`src/rtl/spi_chan_regfile_if.sv`:
```
`default_nettype none
// ============================================================================
//  Module   : spi_chan_regfile_if
//  Brief    : SPI mode-0 bus bundle (SCK/SSEL/MOSI from host, MISO to host)
//  Revision : 1.0  initial release
// ============================================================================
interface spi_chan_regfile_if;
  logic SCK;
  logic SSEL;
  logic MOSI;
  logic MISO;

  // Host side drives clock, select and data-out
  modport master (output SCK, output SSEL, output MOSI, input MISO);
  // Register-file side
  modport slave  (input SCK, input SSEL, input MOSI, output MISO);
endinterface
`default_nettype wire

```
`src/rtl/spi_chan_regfile.sv`:
```
`default_nettype none
// ============================================================================
//  Module   : spi_chan_regfile
//  Brief    : SPI mode-0 slave register file for NCH tracker channels.
//             24-bit frames {W, addr[6:0], data[15:0]}, MSB first.
//             addr[6:3] = channel, addr[2:0] = register; 0x7F = ID word.
//  Revision : 1.0  initial release
// ============================================================================
module spi_chan_regfile #(
  parameter int          NCH     = 4,
  parameter int          SAT_W   = 5,
  parameter int          DOP_W   = 12,
  parameter int          PWM_W   = 10,
  parameter logic [7:0]  ID_CODE = 8'hA1
) (
  input  wire logic                   clk,
  input  wire logic                   rst,
  spi_chan_regfile_if.slave           spi,
  output      logic [NCH*SAT_W-1:0]   satset,
  output      logic [NCH*DOP_W-1:0]   dopset,
  output      logic [NCH*PWM_W-1:0]   pwmset,
  output      logic [NCH-1:0]         chen,
  input  wire logic [NCH*DOP_W-1:0]   iffreq,
  input  wire logic [NCH*PWM_W-1:0]   pwmvalue,
  output      logic                   wr_stb,
  output      logic [6:0]             wr_addr
);

  localparam logic [4:0] c_cmd_last   = 5'd7;
  localparam logic [4:0] c_frame_last = 5'd23;
  localparam logic [4:0] c_frame_bits = 5'd24;

  typedef enum logic [1:0] {
    S_IDLE = 2'd0,
    S_CMD  = 2'd1,
    S_DATA = 2'd2,
    S_DONE = 2'd3
  } state_t;

  state_t r_state;
  state_t w_state_nxt;

  // synchroniser and edge-history flops
  logic r_sck_s1,  r_sck_s2,  r_sck_h;
  logic r_ssel_s1, r_ssel_s2, r_ssel_h;
  logic r_mosi_s1, r_mosi_s2, r_mosi_h;

  logic w_sck_rise, w_sck_fall, w_ssel_fall, w_ssel_rise;
  logic w_cmd_done, w_frame_done, w_shift_en, w_start, w_commit;

  // frame datapath
  logic [4:0]  r_bitcnt;
  logic [14:0] r_shift;
  logic        r_w;
  logic [6:0]  r_addr;
  logic [15:0] r_shift_out;
  logic        r_miso;
  logic        r_wr_stb;
  logic [6:0]  r_wr_addr;

  logic [6:0]  w_cmd_addr;
  logic [15:0] w_rd_data;
  logic [15:0] w_frame_data;
  logic [3:0]  w_wr_ch;
  logic [2:0]  w_wr_reg;

  // register file
  logic [SAT_W-1:0] r_sat [NCH];
  logic [DOP_W-1:0] r_dop [NCH];
  logic [PWM_W-1:0] r_pwm [NCH];
  logic [NCH-1:0]   r_chen;

  // Bring the three SPI inputs into the clk domain and keep one history stage
  always_ff @(posedge clk or posedge rst) begin
    if (rst) begin
      r_sck_s1  <= 1'b0; r_sck_s2  <= 1'b0; r_sck_h  <= 1'b0;
      r_ssel_s1 <= 1'b0; r_ssel_s2 <= 1'b0; r_ssel_h <= 1'b0;
      r_mosi_s1 <= 1'b0; r_mosi_s2 <= 1'b0; r_mosi_h <= 1'b0;
    end else begin
      r_sck_s1  <= spi.SCK;  r_sck_s2  <= r_sck_s1;  r_sck_h  <= r_sck_s2;
      r_ssel_s1 <= spi.SSEL; r_ssel_s2 <= r_ssel_s1; r_ssel_h <= r_ssel_s2;
      r_mosi_s1 <= spi.MOSI; r_mosi_s2 <= r_mosi_s1; r_mosi_h <= r_mosi_s2;
    end
  end

  assign w_sck_rise  =  r_sck_s2  & ~r_sck_h;
  assign w_sck_fall  = ~r_sck_s2  &  r_sck_h;
  assign w_ssel_rise =  r_ssel_s2 & ~r_ssel_h;
  assign w_ssel_fall = ~r_ssel_s2 &  r_ssel_h;

  // MOSI is taken from the history stage: one clk older than the detected
  // SCK rise, still well inside the half-period the host holds it stable.
  assign w_cmd_addr   = {r_shift[5:0], r_mosi_h};
  assign w_frame_data = {r_shift[14:0], r_mosi_h};
  assign w_wr_ch      = r_addr[6:3];
  assign w_wr_reg     = r_addr[2:0];

  // FSM state register
  always_ff @(posedge clk or posedge rst) begin
    if (rst) r_state <= S_IDLE;
    else     r_state <= w_state_nxt;
  end

  // FSM next state; SSEL deassertion outranks any SCK edge in the same clk
  always_comb begin
    w_state_nxt  = r_state;
    w_cmd_done   = 1'b0;
    w_frame_done = 1'b0;
    w_start      = 1'b0;
    if (w_ssel_rise) begin
      w_state_nxt = S_IDLE;
    end else begin
      case (r_state)
        S_IDLE: begin
          if (w_ssel_fall) begin
            w_state_nxt = S_CMD;
            w_start     = 1'b1;
          end
        end
        S_CMD: begin
          if (w_sck_rise && r_bitcnt == c_cmd_last) begin
            w_state_nxt = S_DATA;
            w_cmd_done  = 1'b1;
          end
        end
        S_DATA: begin
          if (w_sck_rise && r_bitcnt == c_frame_last) begin
            w_state_nxt  = S_DONE;
            w_frame_done = 1'b1;
          end
        end
        S_DONE:  w_state_nxt = S_DONE;
        default: w_state_nxt = S_IDLE;
      endcase
    end
  end

  assign w_shift_en = w_sck_rise & ~w_ssel_rise &
                      (r_state == S_CMD || r_state == S_DATA);
  assign w_commit   = w_frame_done & r_w;

  // Read mux: addressed value for the command just received (zero-extended)
  always_comb begin
    w_rd_data = 16'h0000;
    if (w_cmd_addr == 7'h7F) begin
      w_rd_data = {8'(NCH), ID_CODE};
    end else begin
      for (int k = 0; k < NCH; k++) begin
        if (w_cmd_addr[6:3] == 4'(k)) begin
          case (w_cmd_addr[2:0])
            3'd0:    w_rd_data = 16'(r_sat[k]);
            3'd1:    w_rd_data = 16'(r_dop[k]);
            3'd2:    w_rd_data = 16'(r_pwm[k]);
            3'd3:    w_rd_data = {15'd0, r_chen[k]};
            3'd4:    w_rd_data = 16'(iffreq[k*DOP_W +: DOP_W]);
            3'd5:    w_rd_data = 16'(pwmvalue[k*PWM_W +: PWM_W]);
            default: w_rd_data = 16'h0000;
          endcase
        end
      end
    end
  end

  // Frame datapath: bit counter, shift-in, command latch, shift-out, strobe
  always_ff @(posedge clk or posedge rst) begin
    if (rst) begin
      r_bitcnt    <= 5'd0;
      r_shift     <= 15'd0;
      r_w         <= 1'b0;
      r_addr      <= 7'd0;
      r_shift_out <= 16'h0000;
      r_miso      <= 1'b0;
      r_wr_stb    <= 1'b0;
      r_wr_addr   <= 7'd0;
    end else begin
      r_wr_stb <= 1'b0;

      if (w_start) begin
        r_bitcnt <= 5'd0;
      end else if (w_shift_en) begin
        r_bitcnt <= (r_bitcnt == c_frame_bits) ? r_bitcnt : r_bitcnt + 5'd1;
        r_shift  <= {r_shift[13:0], r_mosi_h};
      end

      // Status inputs are frozen here, at the clk that closes the command byte
      if (w_cmd_done) begin
        r_w         <= r_shift[6];
        r_addr      <= w_cmd_addr;
        r_shift_out <= r_shift[6] ? 16'h0000 : w_rd_data;
      end else if (r_state == S_DATA && !r_w && w_sck_fall && !w_ssel_rise) begin
        r_shift_out <= {r_shift_out[14:0], 1'b0};
      end

      // MISO only carries data inside a read frame's data phase
      if (r_state == S_DATA && !r_w && !w_ssel_rise) begin
        if (w_sck_fall) r_miso <= r_shift_out[15];
      end else begin
        r_miso <= 1'b0;
      end

      if (w_commit) begin
        r_wr_stb  <= 1'b1;
        r_wr_addr <= r_addr;
      end
    end
  end

  // Channel register file; only the low field bits of the data word are kept
  always_ff @(posedge clk or posedge rst) begin
    if (rst) begin
      for (int k = 0; k < NCH; k++) begin
        r_sat[k] <= SAT_W'(k + 1);
        r_dop[k] <= DOP_W'(12'h800);
        r_pwm[k] <= PWM_W'(10'h200);
      end
      r_chen <= '0;
    end else if (w_commit) begin
      for (int k = 0; k < NCH; k++) begin
        if (w_wr_ch == 4'(k)) begin
          case (w_wr_reg)
            3'd0:    r_sat[k]  <= w_frame_data[SAT_W-1:0];
            3'd1:    r_dop[k]  <= w_frame_data[DOP_W-1:0];
            3'd2:    r_pwm[k]  <= w_frame_data[PWM_W-1:0];
            3'd3:    r_chen[k] <= w_frame_data[0];
            default: ;
          endcase
        end
      end
    end
  end

  for (genvar k = 0; k < NCH; k++) begin : g_out
    assign satset[k*SAT_W +: SAT_W] = r_sat[k];
    assign dopset[k*DOP_W +: DOP_W] = r_dop[k];
    assign pwmset[k*PWM_W +: PWM_W] = r_pwm[k];
  end

  assign chen     = r_chen;
  assign spi.MISO = r_miso;
  assign wr_stb   = r_wr_stb;
  assign wr_addr  = r_wr_addr;

endmodule
`default_nettype wire

```
`src/flat_wrapper.sv`:
```
// flat-port wrapper written by rule: the top's interface ports become plain ports
module spi_chan_regfile_flat 
#(
  parameter int          NCH     = 4,
  parameter int          SAT_W   = 5,
  parameter int          DOP_W   = 12,
  parameter int          PWM_W   = 10,
  parameter logic [7:0]  ID_CODE = 8'hA1
)
  (clk, rst, satset, dopset, pwmset, chen, iffreq, pwmvalue, wr_stb, wr_addr, spi_SCK, spi_SSEL, spi_MOSI, spi_MISO);
  spi_chan_regfile_if spi_i ();
  input  wire logic clk;
  input  wire logic rst;
  output      logic [NCH*SAT_W-1:0] satset;
  output      logic [NCH*DOP_W-1:0] dopset;
  output      logic [NCH*PWM_W-1:0] pwmset;
  output      logic [NCH-1:0] chen;
  input  wire logic [NCH*DOP_W-1:0] iffreq;
  input  wire logic [NCH*PWM_W-1:0] pwmvalue;
  output      logic wr_stb;
  output      logic [6:0] wr_addr;
  input wire logic [$bits(spi_i.SCK)-1:0] spi_SCK;
  input wire logic [$bits(spi_i.SSEL)-1:0] spi_SSEL;
  input wire logic [$bits(spi_i.MOSI)-1:0] spi_MOSI;
  output wire logic [$bits(spi_i.MISO)-1:0] spi_MISO;
  assign spi_i.SCK = spi_SCK;
  assign spi_i.SSEL = spi_SSEL;
  assign spi_i.MOSI = spi_MOSI;
  assign spi_MISO = spi_i.MISO;
  spi_chan_regfile #(.NCH(NCH), .SAT_W(SAT_W), .DOP_W(DOP_W), .PWM_W(PWM_W), .ID_CODE(ID_CODE)) u_core (.clk(clk), .rst(rst), .spi(spi_i), .satset(satset), .dopset(dopset), .pwmset(pwmset), .chen(chen), .iffreq(iffreq), .pwmvalue(pwmvalue), .wr_stb(wr_stb), .wr_addr(wr_addr));
endmodule
```
`config.mk`:
```
export PLATFORM = sky130hd
export DESIGN_NAME = spi_chan_regfile_flat
export DESIGN_NICKNAME = d
export VERILOG_FILES = /design/src/rtl/spi_chan_regfile_if.sv /design/src/rtl/spi_chan_regfile.sv /design/src/flat_wrapper.sv
export SDC_FILE = /design/constraint.sdc
export NUM_CORES = 1
export LEC_CHECK = 0
export CELL_PAD_IN_SITES_DETAIL_PLACEMENT = 0
export CELL_PAD_IN_SITES_GLOBAL_PLACEMENT = 1
export CORE_MARGIN = 5
export CORE_UTILIZATION = 25
export CTS_BUF_LIST = sky130_fd_sc_hd__clkbuf_4
export DETAILED_ROUTE_END_ITERATION = 16
export DONT_BUFFER_PORTS = 1
export PLACE_DENSITY = 0.54
export RECOVER_POWER = 50
export SETUP_SLACK_MARGIN = 0.3
export SLEW_MARGIN = 20
export SYNTH_ARGS = -nofsm -noshare
export SYNTH_HDL_FRONTEND = slang
export SYNTH_SLANG_ARGS = --single-unit
```
`constraint.sdc`:
```
create_clock -name clk -period 10.85 [get_ports clk]
set_clock_uncertainty 0.2 [all_clocks]
set_input_delay 2.17 -clock clk [delete_from_list [all_inputs] [get_ports clk]]
set_output_delay 2.17 -clock clk [all_outputs]
set_load 0.05 [all_outputs]
```
## Yosys cells after proc, flatten, opt, wreduce, memory -nomap -nowiden

Cells that the tools add are included.

| word-level totals | value |
|---|---|
| flip-flop bits (word level) | 172 |
| bits of input ports | 93 |
| output and inout bits | 121 |
| logic and storage cells | 141 |

| cells by class | value |
|---|---|
| $add $sub $neg | 1 |
| equal/unequal tests | 26 |
| multiplexer cells | 32 |
| bitwise gates (word level) | 13 |
| reduce and logical (&&, ||, !) cells | 35 |

Operators with widths:

| operator | count |
|---|---|
| $pmux W12 S6 | 4 |
| $mux W16 | 8 |
| $reduce_and A3 Y1 | 17 |
| $eq A4 B2 Y1 const B | 4 |
| $mux W5 | 3 |
| $eq A3 B2 Y1 const B | 4 |
| $mux W1 | 12 |
| $eq A5 B5 Y1 const B | 2 |
| $ne A3 B1 Y1 const B | 3 |
| $eq A4 B1 Y1 const B | 2 |
| $logic_not A4 Y1 | 2 |
| $mux W2 | 4 |
| $pmux W2 S4 | 1 |
| $and A1 B1 Y1 | 7 |
| $eq A7 B7 Y1 const B | 1 |
| $eq A3 B1 Y1 const B | 2 |
| $eq A3 B3 Y1 const B | 2 |
| $logic_and A1 B1 Y1 | 6 |
| $logic_not A3 Y1 | 2 |
| $not A1 Y1 | 6 |
| $add A5 B1 Y5 const B | 1 |
| $eq A5 B3 Y1 const B | 1 |
| $eq A2 B2 Y1 const B | 2 |
| $ne A2 B1 Y1 const B | 2 |
| other kinds (6) | 9 |

## Logic depth before layout (Yosys ltp)

Gate-level depths: netlist (run 1).

| depth | value |
|---|---|
| depth in word-level cells | 9 |
| depth in mapped cells | 9 |
| gate-level depth less buffers | 7 |

## Worst setup path after synthesis (run 1)

OpenSTA, ideal clock, no wires.

| timing path | value |
|---|---|
| path kind | in2reg |
| from | in pwmvalue[11] |
| to | reg u_core.r_shift_out[1] |
| library setup time | 0.127 ns |
| arrival time | 3.123 ns |
| data required time | 10.523 ns |
| slack | 7.400 ns |
| stages on the path | 4 |
| path buffers | 0 |
| path through | mux4_2 a221o_1 a31oi_1 o22ai_1 |

| between the ends | value |
|---|---|
| cells in the longest elaborated chain, start to end | 7 |

Ends and longest elaborated chain:

| item | RTL line | source |
|---|---|---|
| start, declared | flat_wrapper.sv:19 | `input wire logic [NCH*PWM_W-1:0] pwmvalue;` |
| $pmux W12 S6 | spi_chan_regfile.sv:150 | `case (w_cmd_addr[2:0])` |
| $mux W16 (3 in series) | spi_chan_regfile.sv:149 | `if (w_cmd_addr[6:3] == 4'(k)) begin` |
| $mux W16 | spi_chan_regfile.sv:145 | `if (w_cmd_addr == 7'h7F) begin` |
| $mux W16 | spi_chan_regfile.sv:189 | `r_shift_out <= r_shift[6] ? 16'h0000 : w_rd_data;` |
| $mux W16 | spi_chan_regfile.sv:186 | `if (w_cmd_done) begin` |
| end signal, assigned | spi_chan_regfile.sv:189 |  |
| end signal, assigned | spi_chan_regfile.sv:191 | `r_shift_out <= {r_shift_out[14:0], 1'b0};` |
| end, declared | spi_chan_regfile.sv:56 | `logic [15:0] r_shift_out;` |

Every way passes these cells.
A chain may end at the register's enable or synchronous reset.

==> results of run 1 <==
[metal layers]
metal,part of all wire (%),vias up
li1,-,2774
met1,44,3341
met2,48,188
met3,6.6,28
met4,1.3,2
met5,0.018,-
[layout make-up]
class / instances / area share, %
Sequential cell: 172 / 45.5
Multi-Input combinational cell: 511 / 43.6
Tap cell: 461 / 6.07
Clock inverter: 15 / 1.96
Clock buffer: 17 / 1.34
Timing Repair Buffer: 14 / 0.988
Inverter: 11 / 0.448
Antenna cell: 1 / 0.0263
[how the worst max path moves through the flow]
stage	from	to	slack, ps	depth (start not counted)
after floorplan	rst	u_core.chen[0]	3840	1
after global placement	rst	u_core.r_shift[1]	6260	3
after detailed placement	rst	u_core.r_shift[1]	6230	3
after CTS	rst	u_core.r_shift[1]	6940	3
after global routing	rst	u_core.r_shift[1]	3370	3
final	rst	u_core.r_shift[1]	4380	3
[logic make-up after synthesis]
logic type,share of synthesized area [%]
AOI/OAI and AO/OA,12.9
muxes,22.9
adders and majority gates,0.705
and+or+nand+nor,10.8
xor gates and xnor gates,0.395
DFF,48.7
buffers and inverters,3.63
[sequential cells by signal, indices dropped and copies added, names as in the netlist, 2 cells and up]
register,count
u_core.r_state,2
u_core.r_shift,11
u_core.r_bitcnt,5
u_core.dopset,48
u_core.wr_addr,7
u_core.pwmset,40
u_core.chen,4
u_core.satset,20
u_core.r_addr,7
u_core.r_shift_out,16
[Yosys cell counts, drive strengths merged (6+ instances only)]
cell    number
buf         30
clkbuf      33
mux4         9
a22o         6
nor2        28
dfrtp      159
o22ai        8
mux2       147
nand2       63
mux2i       17
nand3        8
a22oi       33
nand2b      10
a221oi       9
a211oi      10
dfstp       13
nor4        12
o21ai       32
nor2b        9
a21oi       25
nor3         6
o221ai       6
inv          9
[critical path, cell delays in order]
cell        delay [ps]
clkinvlp_2        1390
clkbuf_1          2090
buf_4             1020
[stage by stage]
| step | power [mW] | cells | hold WS (ps) |
|---|---|---|---|
| floorplan | 1.17 | 757 | 131 |
| global route | 1.91 | 1202 | 175 |
| finish | 1.80 | 1202 | 164 |
| detailed placement | 1.41 | 1169 | 135 |
| CTS | 1.83 | 1201 | 168 |
| global placement | 1.40 | 1169 | 132 |
[power groups by stage]
stage	Sequential [mW]	Combinational [mW]	Clock, mW
5_1_grt	0.785	0.666	0.458
6_report	0.773	0.613	0.418
3_5_place_dp	0.787	0.619	0
2_1_floorplan	0.730	0.444	0
3_3_place_gp	0.786	0.616	0
4_1_cts	0.776	0.621	0.436
==> run_results.csv, run 1 <==
group,metric,value,unit
run_status,status,"finished, violations left",
run_status,violations,"max-capacitance violations, max-slew violations",
cts,post_cts_resized,0,
place,gp_congestion,0.781,
timing,final-setup-viol-count,0,
yosys,synth_edf_count,0,
cts,cts_setup_buffers,0,
layout,design_area,0.00950,mm^2
power_and_ir_drop,switching_share,40.5,%
die,die_w,198,um
setup_path,r2r_end,"u_core.satset[13]",
grt,overflow,0,
route,drcViolationCount,0,
route,via_per_inst,5.27,
layout,drive_gt1_share,30.5,%
place,dpl_cell_area,0.00928,mm^2
worst_hold_path,holdPathEnd,"u_core.r_mosi_s2",
setup_path,critPathMaxFanout,69,
route,dr.pass1.iters,6,
timing,min_period_over_period,59.7,%
setup_path,r2r_cells,6,
power_and_ir_drop,power_leakage,4.13,nW
yosys,ys_warn_count,0,
grt,antenna_found_initial,2,
timing,max_slew_margin,-88.9,%
setup_path,worst-setup-path-type,"input port to async pin",
timing,fin_crit,6470,ps
die,dieHeight,198,um
setup_path,cp_data_arrival_time,6780,ps
yosys,avgSynthCellArea,11.7,um^2
route,drt-total-wl,33.5,mm
yosys,async_reset_ff_share,100,%
route,drtAntennaViolNets,0,
yosys,netlist.area_leader.share,44.9,%
timing,report.final.hold_viol_count,0,
power_and_ir_drop,comb_power_share,34.0,%
die,rows,69,
cts,clkTransAtPathRegs,170,ps
layout,layout_common_cells,"156 x dfrtp_1, 147 x mux2_2, 63 x nand2_1",
yosys,ys_types,64,
setup_path,worstReg2RegStart,"u_core.r_bitcnt[0]",
grt,grt_pass1_wl,48.4,mm
worst_hold_path,hold_path_class,"flop to flop",
power_and_ir_drop,power_density,190,mW/mm^2
die,dieArea,0.0393,mm^2
die,initial_core_util,25.1,%
power_and_ir_drop,p_clk_share,23.2,%
grt,met1_usage,22.6,%
cts,postCtsHoldBufs,0,
yosys,ys.flop_type,"dfrtp_1",
place,hpwlAfterDp,23.7,mm
setup_path,start_kind,"input port",
power_and_ir_drop,ir_worst_vdd,0.0000832,V
yosys,synth_area,0.00887,mm^2
grt,grt_max_degree,70,
cts,cts_buffer_depth,2,
yosys,yosysSeqAreaShare,48.7,%
layout,multi_input_area,0.00415,mm^2
cts,cts_tree,"built",
timing,tightest_slew,2830,ps
timing,clock.fmax,154,MHz
grt,met3_usage,5.05,%
yosys,ys_ff_latch,172,
job,drv_cap,2,
cts,clock_sinks,172,
route,vias,6333,
cts,cts-root-buf,"clkbuf_4",
worst_hold_path,holdPathStages,0,
die,core_region_area,0.0353,mm^2
timing,tns,0,ps
grt,top_usage_layer,"met2",
yosys,yosys-top-cells-area,"dfrtp_1 45%, mux2_2 19%, dfstp_2 3.9%",
place,place_ws,6230,ps
yosys,synth_nets,855,
timing,rsz0062_at_grt,"false",
layout,nFillCells,3690,
layout,register_area,0.00433,mm^2
grt,gr-usage-met2,27.1,%
setup_path,critPathRequiredTime,11150,ps
worst_hold_path,hold_path_startpoint,"u_core.r_mosi_s1",
cts,cts_htree_levels,4,
route,wl_per_cell,27.8,um
setup_path,r2r_slack,6960,ps
power_and_ir_drop,internal-power,1.07,mW
power_and_ir_drop,p_switching,0.730,mW
layout,final_common_cell,"dfrtp_1",
timing,slew_violations,107,
yosys,synth_area_leader_cell,"dfrtp_1",
timing,setup_ws,4380,ps
grt,groute.usage.overall,16.9,%
layout,final_util,26.9,%
setup_path,endpoint_kind,"async pin",
die,io_pins,214,
cts,cts_buffers,17,
layout,area_growth,7.14,%
yosys,synthCells,757,
power_and_ir_drop,pwr-share-seq,42.9,%
place,place.port_buffers,0,
grt,grt_pass1_vias,6551,
cts,clk_latency,590,ps
layout,nets,825,
route,drt-initial-drc-count,387,
(Power assumes the default switching activity.)
==> run 2: changes to the inputs <==
clock period = 6.1 ns   (was 10.85 ns; I/O delays follow)
==> run_results.csv, run 2 (same netlist as run 1, synthesis figures left out) <==
group,metric,value,unit
timing,report.final.hold_viol_count,0,
die,die_w,198,um
place,hpwlAfterDp,24.0,mm
grt,groute.usage.overall,17.1,%
layout,design_area,0.00949,mm^2
layout,drive_gt1_share,31.5,%
power_and_ir_drop,p_switching,1.30,mW
timing,final-setup-viol-count,0,
cts,clk_latency,590,ps
timing,slew_violations,101,
setup_path,path_cells,"clkinvlp_2 -> clkbuf_2",
cts,clock_sinks,172,
run_status,violations,"max-capacitance violations, max-slew violations",
cts,cts_buffers,17,
timing,tightest_slew,2680,ps
die,rows,69,
place,dpl_cell_area,0.00929,mm^2
power_and_ir_drop,ir_worst_vdd,0.000161,V
grt,grt_pass1_wl,49.2,mm
route,vias,6138,
die,dieHeight,198,um
layout,nets,824,
setup_path,cp_top_family,"buffers and inverters",
route,drt-initial-drc-count,399,
worst_hold_path,hold_path_startpoint,"u_core.r_mosi_s1",
die,core_region_area,0.0353,mm^2
power_and_ir_drop,comb_power_share,33.2,%
setup_path,critPathMaxFanout,100,
timing,clock.fmax,273,MHz
setup_path,worstReg2RegStart,"u_core.r_bitcnt[1]",
timing,fin_crit,3670,ps
worst_hold_path,holdPathStages,0,
setup_path,slowest_delay,1860,ps
route,wl_per_cell,28.0,um
power_and_ir_drop,p_clk_share,20.6,%
setup_path,worst-path-buf-inv,2,
timing,rsz0062_at_grt,"false",
run_status,status,"finished, violations left",
cts,cts_setup_buffers,0,
route,dr.pass1.iters,4,
layout,area_growth,6.96,%
power_and_ir_drop,p_total,3.08,mW
power_and_ir_drop,switching_share,42.0,%
setup_path,endpoint_kind,"async pin",
setup_path,critPathRequiredTime,5720,ps
setup_path,cp_data_arrival_time,3290,ps
setup_path,worst-setup-path-type,"input port to async pin",
setup_path,r2r_end,"u_core.pwmset[25]",
die,dieArea,0.0393,mm^2
grt,grt_pass1_vias,6552,
grt,grt_max_degree,101,
timing,max_slew_margin,-78.5,%
cts,postCtsHoldBufs,0,
worst_hold_path,hold_path_class,"flop to flop",
route,via_per_inst,5.11,
setup_path,start_kind,"input port",
grt,antenna_found_initial,3,
cts,clkTransAtPathRegs,180,ps
layout,layout_common_cells,"156 x dfrtp_1, 147 x mux2_2, 63 x nand2_1",
timing,tns,0,ps
die,initial_core_util,25.1,%
power_and_ir_drop,pwr-share-seq,46.3,%
power_and_ir_drop,internal-power,1.79,mW
cts,cts_buffer_depth,2,
timing,fin_hold_ws,169,ps
job,drv_cap,1,
cts,cts_htree_levels,4,
layout,final_common_cell,"dfrtp_1",
route,drt-total-wl,33.7,mm
power_and_ir_drop,power_leakage,4.11,nW
layout,largest_reg_flops,48,
die,io_pins,214,
worst_hold_path,holdPathEnd,"u_core.r_mosi_s2",
cts,cts_tree,"built",
route,drcViolationCount,0,
timing,min_period_over_period,60.1,%
place,place.port_buffers,0,
grt,overflow,0,
setup_path,cpMaxStageDelayCell,"clkbuf_2",
power_and_ir_drop,power_density,325,mW/mm^2
cts,post_cts_resized,0,
place,gp_congestion,0.750,
setup_path,r2r_slack,2730,ps
cts,cts-root-buf,"clkbuf_4",
route,drtAntennaViolNets,0,
setup_path,r2r_cells,6,
## run 2: area by class of cell
cell class              instances  area (um^2)
inverters                      11         42.5
clock inverters                14          114
repair buffers                 13         91.3
clock buffers                  18          135
diodes                          1         2.50
flip-flops and latches        172         4330
well taps                     461          577
fillers                      3670        25800
multi-input cells             511         4200
## run 2: worst max path at each step
stage | startpoint | to | slack (ps) | cells after the start
floorplan | rst | u_core.chen[0] | 2490 | 1
global placement | u_core.r_mosi_h | u_core.r_shift_out[5] | 2860 | 6
detailed placement | u_core.r_mosi_h | u_core.r_shift_out[5] | 2880 | 6
CTS | u_core.r_mosi_h | u_core.r_shift_out[5] | 2810 | 6
global route | rst | u_core.r_shift[1] | 1730 | 2
finish | rst | u_core.r_shift[1] | 2430 | 2
## run 2: power by group through the flow
stage / clock [mW] / sequential [mW] / combinational [mW]
global route: 0.707 / 1.45 / 1.13
detailed placement: 0 / 1.45 / 1.04
finish: 0.634 / 1.43 / 1.02
floorplan: 0 / 1.30 / 0.790
CTS: 0.663 / 1.43 / 1.05
global placement: 0 / 1.45 / 1.04
## run 2: per-stage QoR
step | setup slack (ps) | instances | utilization [%]
final | 2430 | 1201 | 26.9
after floorplan | 2490 | 757 | -
after detailed placement | 2880 | 1168 | 26.3
after global placement | 2860 | 1168 | 26.3
after CTS | 2810 | 1200 | 27.0
after global routing | 1730 | 1201 | 26.9
## run 2: per-layer routing
metal  global-route usage, %  part of all wire, %  wire [um]
met1                    22.3                   43      14400
met2                    27.3                   47      16000
met3                    6.64                  8.6       2910
met4                    3.24                 0.96        322
met5                       0                0.095         32
